<file path="config.mk">
export PLATFORM = sky130hd
export DESIGN_NAME = tdc_edge_stats
export DESIGN_NICKNAME = d
export VERILOG_FILES = /design/src/rtl/tdc_edge_stats.sv
export SDC_FILE = /design/constraint.sdc
export NUM_CORES = 1
export LEC_CHECK = 0
export ABC_AREA = 1
export ABC_CLOCK_PERIOD_IN_PS = 4600
export CAP_MARGIN = 25
export CORE_ASPECT_RATIO = 1.4
export CORE_MARGIN = 2
export CORE_UTILIZATION = 46
export DETAILED_ROUTE_END_ITERATION = 10
export GPL_ROUTABILITY_DRIVEN = 1
export PLACE_DENSITY = 0.71
export RECOVER_POWER = 25
export SLEW_MARGIN = 20
export SYNTH_ARGS = -nofsm -noshare
export SYNTH_HDL_FRONTEND = slang
export SYNTH_SLANG_ARGS = --single-unit
</file>
<file path="constraint.sdc">
create_clock -name clk -period 4.6 [get_ports clk]
set_input_delay 0.69 -clock clk [delete_from_list [all_inputs] [get_ports clk]]
set_output_delay 0.69 -clock clk [all_outputs]
set_load 0.005 [all_outputs]
</file>
<file path="src/rtl/tdc_edge_stats.sv">
// Decodes the carry-chain TDC thermometer word and gathers edge statistics
// (min/max/sum/bubbles/no-edge) over 2^ACC_SAMPLES_LOG2 samples per request.
module tdc_edge_stats #(
  parameter int TDC_WIDTH        = 32,
  parameter int CNT_WIDTH        = 6,
  parameter int ACC_SAMPLES_LOG2 = 8
) (
  input  logic                                  clk,
  input  logic                                  rst_n,
  input  logic [TDC_WIDTH-1:0]                  tdc_data,
  input  logic                                  start,
  output logic                                  busy,
  output logic                                  res_valid,
  input  logic                                  res_ready,
  output logic [CNT_WIDTH-1:0]                  res_min,
  output logic [CNT_WIDTH-1:0]                  res_max,
  output logic [CNT_WIDTH+ACC_SAMPLES_LOG2-1:0] res_sum,
  output logic [ACC_SAMPLES_LOG2:0]             res_bubbles,
  output logic [ACC_SAMPLES_LOG2:0]             res_noedge
);

  localparam int N      = 1 << ACC_SAMPLES_LOG2;
  localparam int CW     = (ACC_SAMPLES_LOG2 < 1) ? 1 : ACC_SAMPLES_LOG2;
  localparam int SW     = CNT_WIDTH + ACC_SAMPLES_LOG2;
  localparam int KW     = ACC_SAMPLES_LOG2 + 1;
  localparam logic [CNT_WIDTH-1:0] MIN_INIT  = CNT_WIDTH'(TDC_WIDTH);
  localparam logic [CW-1:0]        ACC_LAST  = CW'(N - 1);
  localparam logic [CW-1:0]        FLSH_LAST = CW'(1);
  localparam logic [KW-1:0]        ONE_K     = KW'(1);

  typedef enum logic [1:0] {S_IDLE, S_FLUSH, S_ACCUM, S_DONE} state_t;

  state_t r_state, w_state_next;
  logic [CW-1:0] r_cnt, w_cnt_next;
  logic w_clear, w_accum;

  logic [TDC_WIDTH-1:0] r_s1;
  logic [TDC_WIDTH-1:0] w_diff;
  logic [CNT_WIDTH-1:0] w_edge, r_edge;
  logic w_noedge, w_bubble, r_noedge, r_bubble;

  logic [CNT_WIDTH-1:0] r_min, r_max;
  logic [SW-1:0]        r_sum;
  logic [KW-1:0]        r_bubbles, r_noedge_cnt;

  // Bits that differ from the polarity bit; the edge is the lowest set one above bit 0.
  assign w_diff = r_s1 ^ {TDC_WIDTH{r_s1[0]}};

  always_comb begin
    w_edge   = '0;
    w_noedge = 1'b1;
    w_bubble = 1'b0;
    for (int i = 1; i < TDC_WIDTH; i++) begin
      if (!w_noedge && !w_diff[i]) begin
        w_bubble = 1'b1;
      end
      if (w_noedge && w_diff[i]) begin
        w_noedge = 1'b0;
        w_edge   = CNT_WIDTH'(i);
      end
    end
  end

  always_ff @(posedge clk) begin
    if (!rst_n) begin
      r_s1     <= '0;
      r_edge   <= '0;
      r_noedge <= 1'b0;
      r_bubble <= 1'b0;
    end else begin
      r_s1     <= tdc_data;
      r_edge   <= w_edge;
      r_noedge <= w_noedge;
      r_bubble <= w_bubble;
    end
  end

  always_ff @(posedge clk) begin
    if (!rst_n) begin
      r_state <= S_IDLE;
      r_cnt   <= '0;
    end else begin
      r_state <= w_state_next;
      r_cnt   <= w_cnt_next;
    end
  end

  always_comb begin
    w_state_next = r_state;
    w_cnt_next   = '0;
    w_clear      = 1'b0;
    w_accum      = 1'b0;
    busy         = 1'b1;
    res_valid    = 1'b0;
    case (r_state)
      S_IDLE: begin
        busy = 1'b0;
        if (start) begin
          w_clear      = 1'b1;
          w_state_next = S_FLUSH;
        end
      end
      S_FLUSH: begin
        // Two cycles let the first sample travel through s1 and the decode register.
        if (r_cnt == FLSH_LAST) w_state_next = S_ACCUM;
        else                    w_cnt_next   = r_cnt + 1'b1;
      end
      S_ACCUM: begin
        w_accum = 1'b1;
        if (r_cnt == ACC_LAST) w_state_next = S_DONE;
        else                   w_cnt_next   = r_cnt + 1'b1;
      end
      S_DONE: begin
        res_valid = 1'b1;
        if (res_ready) w_state_next = S_IDLE;
      end
      default: w_state_next = S_IDLE;
    endcase
  end

  always_ff @(posedge clk) begin
    if (!rst_n || w_clear) begin
      r_min        <= MIN_INIT;
      r_max        <= '0;
      r_sum        <= '0;
      r_bubbles    <= '0;
      r_noedge_cnt <= '0;
    end else if (w_accum) begin
      if (r_noedge) begin
        r_noedge_cnt <= r_noedge_cnt + ONE_K;
      end else begin
        if (r_edge < r_min) r_min <= r_edge;
        if (r_edge > r_max) r_max <= r_edge;
        r_sum <= r_sum + {{ACC_SAMPLES_LOG2{1'b0}}, r_edge};
        if (r_bubble) r_bubbles <= r_bubbles + ONE_K;
      end
    end
  end

  assign res_min     = r_min;
  assign res_max     = r_max;
  assign res_sum     = r_sum;
  assign res_bubbles = r_bubbles;
  assign res_noedge  = r_noedge_cnt;

endmodule
</file>
Yosys cells after proc, flatten, opt, wreduce, memory -nomap -nowiden
Cells that the tools add are included.

operators by class
  $lt $le $gt $ge = 2
  muxes and demuxes = 104
  reduce and logical (&&, ||, !) cells = 130
  bitwise gates (word level) = 3
  equal/unequal tests = 9
  add/sub/neg operators = 4

operators by type and width
  cell                                                  number
  2-to-1 mux 5 bit                                      29
  2-to-1 mux 1 bit                                      66
  logical AND 1 bit                                     60
  logical NOT 1 bit                                     60
  XOR 32 bit                                            1
  OR reduction 31 bit                                   1
  adder 9 x 1 -> 9 bit (second input constant)          2
  2-to-1 mux 8 bit                                      2
  case mux 8 bit (2 select lines)                       1
  adder 14 x 6 -> 14 bit                                1
  2-to-1 mux 2 bit                                      5
  AND reduction 3 bit                                   3
  adder 8 x 1 -> 8 bit (second input constant)          1
  equality test 8 x 1 -> 1 bit (second input constant)  1
  equality test 8 bit (second input constant)           1
  != test 2 bit (second input constant)                 4
  case mux 2 bit (4 select lines)                       1
  > comparator 6 bit                                    1
  less-than comparator 6 bit                            1
  equality test 2 bit (second input constant)           2
  AND reduction 2 bit                                   2
  AND reduction 4 bit                                   1
  equality test 2 x 1 -> 1 bit (second input constant)  1
  logical NOT 2 bit                                     1
  other kinds (3)                                       4

storage, ports and cells
  output and inout port bits = 46
  word-level logic and storage cells = 264
  register bits after elaboration = 94
  input bits = 36

Logic depth before layout (Yosys ltp)
Gate-level depths: netlist of run 1.

  word-level depth = 63
  mapped depth = 24
  depth with buffers taken out = 23

Worst setup path before layout of run 1
No wires, ideal clock.

  kind = reg-to-reg
  start point = register r_s1[0]
  end point = register r_edge[1]
  arrival time = 2.582 ns
  setup time = 0.064 ns
  slack = 1.954 ns
  stages on the path, launching flop included = 24
  clock period less this slack = 2.646 ns
  path through = dfxtp_1 > buf_6 > buf_12 > nand2_2 > nand2_1 > nor2_2 > nand4_1 > nor2_2 > nand4_1 > nor2_2 > nand4_1 > nor2_2 > nand4_2 > nor2_2 > nand4_1 > nor2_2 > nand3_2 > nor2_4 > nand3_2 > nor2_4 > nand3_2 > nor2_4 > nor2_1 > nor2_1

on the way
  word-level cells in the longest chain between the ends = 62

RTL lines
  item                    RTL line  source
  start, declared         37        logic [TDC_WIDTH-1:0] r_s1;
  start signal, assigned  71        r_s1 <= tdc_data;
  XOR 32 bit *            47        assign w_diff = r_s1 ^ {TDC_WIDTH{r_s1[0]}};
  2-to-1 mux 1 bit        57        if (w_noedge && w_diff[i]) begin
  logical AND 1 bit       57
  2-to-1 mux 1 bit        57
  logical AND 1 bit       57
  2-to-1 mux 1 bit        57
  logical AND 1 bit       57
  2-to-1 mux 1 bit        57
  [46 not listed]         --
  logical AND 1 bit       57
  2-to-1 mux 1 bit        57
  logical AND 1 bit       57
  2-to-1 mux 1 bit        57
  logical AND 1 bit       57
  2-to-1 mux 1 bit        57
  logical AND 1 bit       57
  2-to-1 mux 5 bit *      57
  end signal, assigned    72        r_edge <= w_edge;
  end, declared           39        logic [CNT_WIDTH-1:0] w_edge, r_edge;

Every way passes the cells marked *; elsewhere a longest branch is shown, timed or not.
A chain may end at the register's enable or synchronous reset.

Final worst setup path of run 1
Ends and elaborated chain as after synthesis.

==> results of run 1 <==
## power breakdown
| group | switching [W] | internal, W |
|---|---|---|
| sequential | 0.0000477 | 0.000857 |
| combinational | 0.000307 | 0.000229 |
| clock | 0.000310 | 0.000480 |
| total | 0.000665 | 0.00157 |
## how the worst max path moves through the flow
| stage | depth (start not counted) | end | startpoint |
|---|---|---|---|
| 6_report | 22 | r_edge[1] | r_s1[0] |
| 5_1_grt | 22 | r_edge[2] | r_s1[0] |
| 4_1_cts | 22 | r_edge[1] | r_s1[0] |
| 3_5_place_dp | 22 | r_edge[1] | r_s1[0] |
| 3_3_place_gp | 22 | r_edge[4] | r_s1[0] |
| 2_1_floorplan | 23 | r_edge[1] | r_s1[0] |
## metrics by stage
stage | power, W | hold slack [ns] | util (%) | std cells | area (um^2)
after floorplan | 0.00126 | 0.433 | - | 660 | 4880
after global placement | 0.00144 | 0.448 | 56.0 | 867 | 5790
after detailed placement | 0.00146 | 0.457 | 56.0 | 867 | 5790
after CTS | 0.00226 | 0.466 | 59.1 | 883 | 6120
after global routing | 0.00237 | 0.489 | 59.1 | 883 | 6110
final | 0.00223 | 0.464 | 59.1 | 883 | 6110
## registers in the layout, summed over array words and instances, names as in the netlist
signal and flops:
r_s1 32, res_sum 14, res_bubbles 9, res_noedge 9
r_cnt 8, res_min 6, r_edge 5, res_max 5
r_state 2, r_bubble 1, r_noedge 1
## layout by cell type, fill, tap and decap left out, types with 9 or more instances in the layout
cell type and count:
nor3_1 11, nand2_1 96, nor2_1 74, dfxtp_1 91, o21ai_0 40, clkdlybuf4s50_1 79, nand3_1 28, a21oi_1 42
inv_1 122, clkbuf_16 9, xor2_1 33, nor2_2 10, nand4_1 13, ha_1 23
## cell usage after synthesis, drive strengths merged (7+ instances only)
library cell / number / share of area, %
inv: 127 / 9.8
nand2: 97 / 7.5
dfxtp: 92 / 38
nor2: 89 / 8.1
a21oi: 42 / 4.3
o21ai: 41 / 4.2
nand3: 33 / 3.9
xor2: 33 / 5.9
ha: 23 / 5.9
nand4: 18 / 2.9
nor3: 11 / 1.1
buf: 9 / 1.3
xnor2: 7 / 1.6
## worst min-delay path: stages, from the launching register on
cell and delay, ns:
dfxtp_1 0.32, inv_1 0.05, a21oi_1 0.05
## routing by layer
metal	up-vias	share of wire, %
li1	2255	-
met1	1969	40
met2	103	55
met3	7	4.1
met4	0	0.97
met5	-	0
## logic make-up (layout without fill, tap and decap cells)
| group | Yosys count | after routing | synth area share, % |
|---|---|---|---|
| simple gates | 257 | 257 | 24.9 |
| buf+inv | 142 | 227 | 11.6 |
| flops | 92 | 92 | 37.8 |
| other cells | 1 | 1 | 0.0769 |
| xor+xnor | 40 | 40 | 7.49 |
| fa+ha+maj | 24 | 24 | 6.31 |
| compound gates | 104 | 104 | 11.9 |
## layout make-up
class                   instances  area (um^2)
clock buffers                   9          225
clock inverters                 7         98.8
fillers                       997         4240
inverters                     128          480
multi-input cells             426         2470
flip-flops and latches         92         1840
well taps                     138          173
repair buffers                 83          820
==> results, run 1 <==
- The largest individual stage delay along the critical path comes from the cell dfxtp_2.
- The first global-routing pass estimated 16,700 um of wire.
- The area of the mapped netlist is 4880 um^2.
- The buffers plus inverters on the worst setup path is 1.
- The width of the die is 91.0 um.
- The kind of cell with the highest combined delay along the critical path is simple AND/OR/NAND/NOR gates.
- The total die area is 11,500 um^2.
- The met2 routing resource usage after global routing is 34.7%.
- Cells with a size suffix above 1 make up 7.11% of the layout.
- The path class of the tightest hold or removal check is flip-flop to flip-flop.
- The category of the worst setup path capture point is a flip-flop.
- Global routing consumed, on the met1 layer, 18.4% of the routing resources.
- After routing, the total negative slack on setup checks comes to 0 ns.
- The number of CTS-inserted buffers is 9.
- The number of enable-type register cells in the synthesized netlist is 0.
- The run finished, with violations left.
- The reg-to-reg critical path startpoint is r_s1[0].
- met2 is the most crowded layer.
- The post-CTS setup buffer count is 0.
- Routability-driven placement finished with a final weighted congestion of 0.823.
- The most frequently used flop master after synthesis is dfxtp_1.
- For met3 alone, demand over resource in global routing was 3.23%.
- The first detailed-routing pass ran for 5 iterations.
- After detailed routing, the number of remaining DRC violations is 0.
- Counting cells, the worst reg-to-reg path comes to 22.
- The root cell of the clock tree is clkbuf_16.
- The number of antenna violations at the first check in global routing came to 0.
- The number of nets with antenna violations after detailed routing is 0.
- The checks that failed: max-capacitance violations, max-slew violations.
- The cell count after synthesis came out at 660.
- The count of hold buffers inserted by post-cts repair is 0.
- The count of boundary I/O pins is 82.
- At the worst endpoint, the required time is 4.86 ns.
- The first routing iteration left 99 violations.
- For this run, the register share of the synthesized area comes to 37.8%.
- The routed wirelength normalized by instance count is 11.2 um.
- In this run the worst path has a maximum fanout of 34.
- The floorplan has 44 rows.
- Global routing finished with a remaining overflow of 0.
- Summed over all cells, the static leakage comes to 2.76 nW.
- In this run the power density over the cells is 365 nW/um^2.
- The number of nets handed over by synthesis was 720.
- The core area is 10,300 um^2.
- The count of yosys warnings during synthesis is 0.
- The cell count of the worst hold path is 2.
- Synthesis inferred 92 register bits.
- The final-stage net count is 800.
- The synthesis-to-finish area growth is 25.3%.
- The delay of the slowest cell on the worst path is 0.93 ns.
- In this run the most critical hold path is launched from res_min[0].
- STA classifies the critical path startpoint as a flip-flop.
- The final hold violation count came to 0.
- The starting density of the core is 47.1%.
- The cell occurring most often along the worst timing path is nor2_2.
- The synthesized netlist contains 43 unique library cells.
- The highest clock frequency the design can meet is 0.276 GHz.
- The later pin in the worst-skew pair is clocked with a latency of 0.34 ns.
- After detailed routing, the number of vias per cell comes to 4.91.
- The half-perimeter wire length after detailed placement is 7750 um.
- The largest net degree at the start of global routing is 38.
- The worst max-slew margin expressed relative to the limit is -4.13%.
- The aggregate global-route resource usage is 17.7%.
- The critical path class is flip-flop to flip-flop.
- Setup repair after global routing left no endpoint under its margin.
- The critical path goes through inv_2 -> nand2_1 -> nand2_1 -> nor2_2 -> nand4_1 -> nor2_2 -> nand4_1 -> nor2_2 -> nand4_1 -> nor2_2 -> nand4_2 -> nor2_2 -> nand4_1 -> nor2_2 -> nand3_2 -> nor2_4 -> nand3_2 -> nor2_4 -> nand3_2 -> nor2_4 -> nor2_1 -> nor2_1.
- The y dimension of the die is 126 um.
- The worst path meets setup with 0.980 ns of slack.
- Timing analysis after detailed placement gives a worst setup slack of 0.985 ns.
- The maximum clock path buffer count is 2.
- Max-cap violations in this run came to 1.
- The count of final max-slew check failures came to 38.
- The final layout contains routed wiring with a total length of 9870 um.
- The actual slew at the worst max-slew pin is 1.56 ns.
- The TritonCTS clock tree is done.
- After clock tree synthesis, the clock-pin slew on the worst setup and hold paths is 0.06 ns.
- The total number of vias is 4,334.
- The maximum level of the CTS H-tree is 3.
- The number of buffers added on ports is 80.
- Across the VDD grid, the largest voltage drop is 0.195 mV.
- Between clock sinks in the finished design, the worst skew comes to 0.0121 ns.
- The number of gates resized after CTS was 0.
- Setup violations remaining at the end of the flow were counted as 0.
- 0 antenna diodes ended up in the layout.
- The final critical path time including I/O delays and setup is 3.62 ns.
- The hold path endpoint is res_min[0].
- The number of global-route vias before repair is 3,979.
- Clock tree synthesis found a total of 92 sinks.
- The terminus of the critical flop-to-flop path is r_edge[1].
- For the worst setup path, the data arrival time is 3.88 ns.
- In the synthesized netlist the async set-or-reset flop fraction comes to 0%.
- In this run the register-to-register setup slack is 0.98 ns.
- The share of the clock period used by the worst path is 78.7%.
- After synthesis, the mean cell area works out to 7.39 um^2.
Power figures use the tool's default switching activity.
==> run 2: changes to the inputs <==
Settings changed: ABC_CLOCK_PERIOD_IN_PS 4600 to 3600.
Clock period 4.6 ns to 3.6 ns, I/O delays scaled along.
==> run 2 against run 1 <==
Critical endpoint is now r_edge[4]; power grew 24%; largest cell class unchanged; combinational power grew 31%; core utilization shrank 0.29 points; cell area shrank 0.49%; clock skew shrank 0.0032 ns; cell count grew 0.11%; die area is the same; worst setup slack lost 0.53 ns; non-clock buffer count grew 1; register-to-register slack lost 0.53 ns; fmax grew 15%; the flow now finishes without violations; sequential power grew 27%.
==> results, run 2 (synthesized netlist as in run 1, its figures left out) <==
- The share of the clock period used by the worst path is 87.5%.
- The kind of start point of the critical path is a flip-flop.
- The antenna diode count is 0.
- Setup repair after global routing left no endpoint under its margin.
- The count of boundary I/O pins is 82.
- The first global-routing pass estimated 17,500 um of wire.
- The number of antenna violations at the first check in global routing is 0.
- The standard-cell row count is 44.
- In the final design database the tool counted 801 nets.
- The worst reg2reg path depth is 21.
- The number of sinks driven by the clock tree is 92.
- After clock tree synthesis, the clock-pin slew on the worst setup and hold paths is 0.06 ns.
- The critical path in this run is classified as flip-flop to flip-flop.
- The detailed router placed 4,343 vias in this run.
- The routed wirelength normalized by instance count is 11.6 um.
- The die covers 11,500 um^2.
- For the finished layout, the period the worst path requires is 3.15 ns.
- Setup violations remaining at the end of the flow were counted as 0.
- The terminus of the critical flop-to-flop path is r_edge[4].
- Across all setup checks in the final design, the least slack found is 0.452 ns.
- At the end of routability-driven placement, the weighted congestion stood at 0.811.
- The post-CTS setup buffer count is 0.
- For the pin with the worst max-slew slack, the measured transition is 1.46 ns.
- Setup slack on the worst reg-to-reg path comes out at 0.45 ns.
- The largest fanout of any net on the critical path is 11.
- Once detail routing completed, the nets flagged for antenna violations numbered 0.
- The library cells used most frequently in the layout, excluding fill and tap cells, are 122 x inv_1, 96 x nand2_1, 91 x dfxtp_1, 77 x clkdlybuf4s50_1, 74 x nor2_1.
- After global routing the overflow that remains totals 0.
- The core area is 10,300 um^2.
- The largest net degree at the start of global routing is 37.
- The y dimension of the die is 126 um.
- The root cell of the clock tree is clkbuf_16.
- Across every metal layer, demand over resource in global routing totals 18.5%.
- Input and output buffers added on the ports amount to 80.
- Data on the critical path is required at its endpoint by 3.88 ns.
- The maximum clock skew at final layout is 0.00887 ns.
- In this run the tightest slew margin relative to its limit is 2.36%.
- The worst hold path class is flip-flop to flip-flop.
- The category of the worst setup path capture point is a flip-flop.
- The width of the die is 91.0 um.
- The final layout contains routed wiring with a total length of 10,300 um.
- The sum of negative setup slack is 0 ns.
- The count of final max-slew check failures came to 0.
- The number of iterations in the first detailed-routing pass is 4.
- The run finished with clean final reports.
- The half-perimeter wire length after detailed placement is 8020 um.
- The cell count of the worst hold path is 2.
- The data arrival time of the critical path is 3.42 ns.
- In this run the worst setup path begins at r_s1[0].
- The number of flip-flops under the largest register name is 32.
- The final hold violation count is 0.
- The library cell used most frequently in the layout, excluding fill and tap cells, is inv_1.
- TritonCTS created 9 clock buffers.
- For this design the ratio of total power to cell area is 455 nW/um^2.
- The number of DRC markers after the initial detailed-route iteration is 117.
- The synthesis-to-finish area growth is 24.7%.
- At the later pin of the worst-skew pair, clock insertion delay measures 0.34 ns.
- The maximum clock path buffer count is 2.
- Summed over all cells, the static leakage comes to 2.75 nW.
- The TritonCTS clock tree is done.
- Dividing the detail-routed via count by the number of cells gives 4.91.
- The register bank with the most flops is r_s1.
- The count of hold buffers inserted by post-cts repair is 0.
- The total of max-cap violations is 0.
- Before CTS, the worst setup slack after placement is 0.478 ns.
- Once the floorplan was initialized, standard cells occupied 47.1% of the core.
- Based on the critical path, the design can be clocked at up to 0.318 GHz.
- The number of DRC violations after detailed routing is 0.
- The maximum vdd ir drop is 0.218 mV.
- The number of global-route vias before repair is 4,133.
- Overall power consumption after layout is estimated at 0.00276 W.
- The H-tree generated during clock tree synthesis spans 3 levels.
- In this run, post-CTS repair resized a total of 0 instances.
- For hold timing, the worst endpoint is res_min[0].
- In the final layout, the share of cells above drive strength 1 is 6.84%.
- The startpoint identified for the worst hold timing path is res_min[0].
- The startpoint identified for the worst register-to-register timing path is r_s1[0].
- The tightest hold path in the finished design has a slack of 0.461 ns.
==> run 2: cell types whose count changed in the layout (fill, tap and decap cells not counted) <==
cell and change:
dlygate4sd3_1 +2, buf_4 +1, clkbuf_1 +3, inv_6 -2
bufinv_16 -1, clkinv_4 -1, clkdlybuf4s50_1 -2, clkinvlp_4 +1
==> run 2: where the power goes <==
group          internal (W)  leakage (nW)  switching [W]
clock network      0.000537         0.133       0.000373
registers           0.00110         0.753      0.0000548
logic              0.000294          1.86       0.000410
total               0.00193          2.75       0.000837
==> run 2: area by class of cell <==
| class | count | area (um^2) |
|---|---|---|
| flip-flops and latches | 92 | 1840 |
| inverters | 128 | 480 |
| well taps | 138 | 173 |
| clock buffers | 12 | 236 |
| repair buffers | 84 | 827 |
| multi-input cells | 426 | 2470 |
| clock inverters | 4 | 50.0 |
| fillers | 993 | 4270 |
==> run 2: worst max-delay path, stage by stage (launching register included) <==
cell and delay, ns:
dfxtp_2 0.40, xnor2_1 0.35, inv_1 0.12, nor2_2 0.14, nand4_1 0.14, nor2_2 0.20, nand4_2 0.12, nor2_2 0.16
nand4_2 0.14, nor2_4 0.15, nand4_2 0.13, nor2_4 0.15, nand3_2 0.10, nor2_1 0.10, nand4_1 0.13, nor2_2 0.15
nand2_1 0.08, nor2_1 0.09, nor2_1 0.05, nand3_1 0.06, nand2_1 0.05, inv_1 0.08
==> run 2: worst max-delay path by stage <==
stage / endpoint / slack, ns
after floorplan: r_edge[1] / 0.95
after global placement: r_edge[3] / 0.59
after detailed placement: r_edge[1] / 0.48
after CTS: r_edge[1] / 0.46
after global routing: r_edge[4] / 0.14
final: r_edge[4] / 0.45
==> run 2: metrics by stage <==
stage          cell area, um^2  util, %  cells
6_report                  6080     58.8    884
2_1_floorplan             4880        -    660
4_1_cts                   6090     58.8    884
5_1_grt                   6080     58.8    884
3_3_place_gp              5800     56.0    868
3_5_place_dp              5800     56.0    868
==> run 2: routing by layer <==
metal / up-vias / global-route usage, % / part of all wire (%)
met5: - / 0 / 0
met4: 0 / 6.15 / 1.9
met3: 13 / 4.19 / 3.7
met2: 81 / 35.6 / 55
met1: 1988 / 19.5 / 40
li1: 2261 / - / -
==> run 3: changes to the inputs <==
Settings changed: CORE_MARGIN 2 to not set.
==> run 3 against run 2 <==
Via count increased by 1.3%; clock skew increased by 0.00059 ns; die area decreased by 3.8%; non-clock buffer count unchanged; sequential power about the same; critical path type unchanged; largest cell class unchanged.
==> results, run 3 (synthesized netlist as in run 1, its figures left out) <==
- For the worst setup path, the data required time is 3.89 ns.
- Of all nets on the critical path, the largest fanout is 11.
- The worst hold path class is flip-flop to flip-flop.
- Entering global routing, the biggest net connects 37 pins.
- The final hold violation count is 0.
- The number of sinks driven by the clock tree is 92.
- The via density per instance is 4.98.
- STA classifies the critical path endpoint as a flip-flop.
- The core region is 10,300 um^2.
- Combinational cells account for 24.4% of the total power.
- The share of the clock period used by the worst path is 88.3%.
- Relative to the synthesized area, the layout overhead comes to 25.5%.
- Pin placement for this block handled 82 I/O pins.
- The run finished with clean final reports.
- The kind of start point of the critical path is a flip-flop.
- The cell occurring most often along the worst timing path is nor2_2.
- The sequential cells in the finished layout cover a total of 1840 um^2.
- The slowest stage of the critical path is the dfxtp_2 cell.
- After clock tree synthesis, the clock-pin slew on the worst setup and hold paths is 0.06 ns.
- The power density over cell area is 468 nW/um^2.
- TritonCTS built the clock tree.
- Setup repair after global routing left no endpoint under its margin.
- The cell-internal power is 0.00202 W.
- At the pin with the least slew margin, the transition time is 1.14 ns.
- Based on the critical path, the design can be clocked at up to 0.315 GHz.
- Of the total power, registers draw 40.1%.
- The number of DRC markers after the initial detailed-route iteration is 124.
- The maximum clock skew at final layout is 0.00946 ns.
- The number of global-route vias before repair came to 4,230.
- The H-tree was split into 3 levels.
- The routed wirelength normalized by instance count is 11.3 um.
- The maximum vdd ir drop is 0.236 mV.
- The root cell of the clock tree is clkbuf_16.
- The clock latency at the later pin of the worst-skew pair is 0.34 ns.
- The signal on the critical path passes through xnor2_1 -> inv_1 -> nor2_2 -> nand4_1 -> nor2_2 -> nand4_2 -> nor2_2 -> nand4_2 -> nor2_4 -> nand4_2 -> nor2_4 -> nand3_2 -> nor2_1 -> nand4_1 -> nor2_2 -> nand2_1 -> nor2_1 -> nor2_1 -> nand3_1 -> nand2_1 -> inv_1.
- Counting the fill cells in the layout gives 958.
- 0 antenna diodes ended up in the layout.
- The register bank with the most flops is r_s1.
- The half-perimeter wire length after detailed placement is 7820 um.
- The number of nets with antenna violations after detailed routing is 0.
- After clock tree synthesis, the repair step resized 0 gates.
- The count of final max-slew check failures came to 0.
- After layout, the minimum clock period comes to 3.18 ns.
- The clock network power share is 35.5%.
- The data arrival time of the critical path is 3.47 ns.
- The top cell types in the final layout, fill and taps aside, are 122 x inv_1, 96 x nand2_1, 91 x dfxtp_1, 79 x clkdlybuf4s50_1, 74 x nor2_1.
- The aggregate global-route resource usage is 19.4%.
- The switching part of the total power is 29.6%.
- Row generation in the floorplan step produced 44 rows.
- The setup check on the worst reg-to-reg path leaves a slack of 0.42 ns.
- The width of the die is 89.0 um.
- The area used by multi-input combinational logic is 2470 um^2.
- Max-cap violations in this run came to 0.
- The final estimated routing congestion in global placement is 0.834.
- The wire length of the first global-routing pass is 16,900 um.
- The maximum clock path buffer count is 2.
- In this run, post-CTS hold repair placed 0 buffers.
- The number of iterations in the first detailed-routing pass is 4.
- Adding up every negative setup slack in the final design gives 0 ns.
- Summing all placed instances gives a cell area of 5800 um^2.
- In this run the power spent charging and discharging nets is 0.000849 W.
- The routed design has 10000 um of wire.
- The delay of the slowest cell on the worst path is 0.40 ns.
- Once layout is done, the placed cells without fillers occupy 6120 um^2.
- The number of flip-flops under the largest register name is 32.
- The post-route netlist has 7.10% of its cells at a drive strength greater than 1.
- The remaining global-route overflow is 0.
- In this run the static leakage power is 2.76 nW.
- The worst setup path is of the flip-flop to flip-flop kind.
- Clock tree synthesis inserted a total of 9 buffers.
- The number of setup violations in the final report is 0.
- The number of DRC violations after detailed routing is 0.
- The initial utilization of the core area, before any placement, comes to 47.1%.
- The die is 124 um tall.
- The routed layout has 4,399 vias.
- Leaving out fill and tap cells, the most frequent cell in the layout is inv_1.
- The floorplan step defined a die boundary enclosing 11,000 um^2.
- The number of buffers added on ports is 80.
- The post-CTS setup buffer count is 0.
- The number of antenna violations at the first check in global routing is 0.
- Measured against its own limit, the worst slew margin works out to 24.1%.
- At the end of the flow, the number of nets in the layout was 801.
run 3: metal layers:
metal	wire length [um]	up-vias	part of all wire [%]	GRT usage [%]
li1	-	2261	-	-
met1	3940	2033	39	19.1
met3	317	21	3.2	3.58
met4	278	0	2.8	8.93
met5	0	-	0	0
met2	5470	84	55	38.3
run 3: path summary, 6_finish.rpt:
path,start,endpoint,depth (start not counted)
max,r_s1[0],r_edge[4],21
min,res_min[0],res_min[0],2
max reg2reg,r_s1[0],r_edge[4],21
min reg2reg,res_min[0],res_min[0],2
run 3: layout make-up:
class                      count  share of cell area, %
multi-input combinational    426                   40.4
sequential                    92                   30.1
timing repair buffer          84                   13.5
inverter                     128                   7.85
clock buffer                  11                   3.96
tap                          138                   2.82
clock inverter                 5                   1.39
run 3: worst max-delay path: cells and delay by family (launching register included):
family        cells  cell delay, ns
xor+xnor          1            0.34
flops             1            0.40
buf+inv           2            0.17
simple gates     18            2.20
run 3: through the flow:
stage,util [%],worst slack (ns),hold WS (ns),total power [W],cells
2_1_floorplan,-,0.954,0.433,0.00161,660
3_3_place_gp,56.0,0.592,0.446,0.00185,868
3_5_place_dp,56.0,0.473,0.458,0.00187,868
4_1_cts,59.2,0.449,0.467,0.00289,884
5_1_grt,59.2,0.0181,0.487,0.00302,884
6_report,59.2,0.421,0.471,0.00287,884
run 3: power groups by stage:
stage	combinational, W	sequential [W]	clock, W
after floorplan	0.000451	0.00116	0
after global placement	0.000680	0.00117	0
after detailed placement	0.000699	0.00117	0
after CTS	0.000702	0.00115	0.00104
after global routing	0.000794	0.00116	0.00107
final	0.000699	0.00115	0.00102
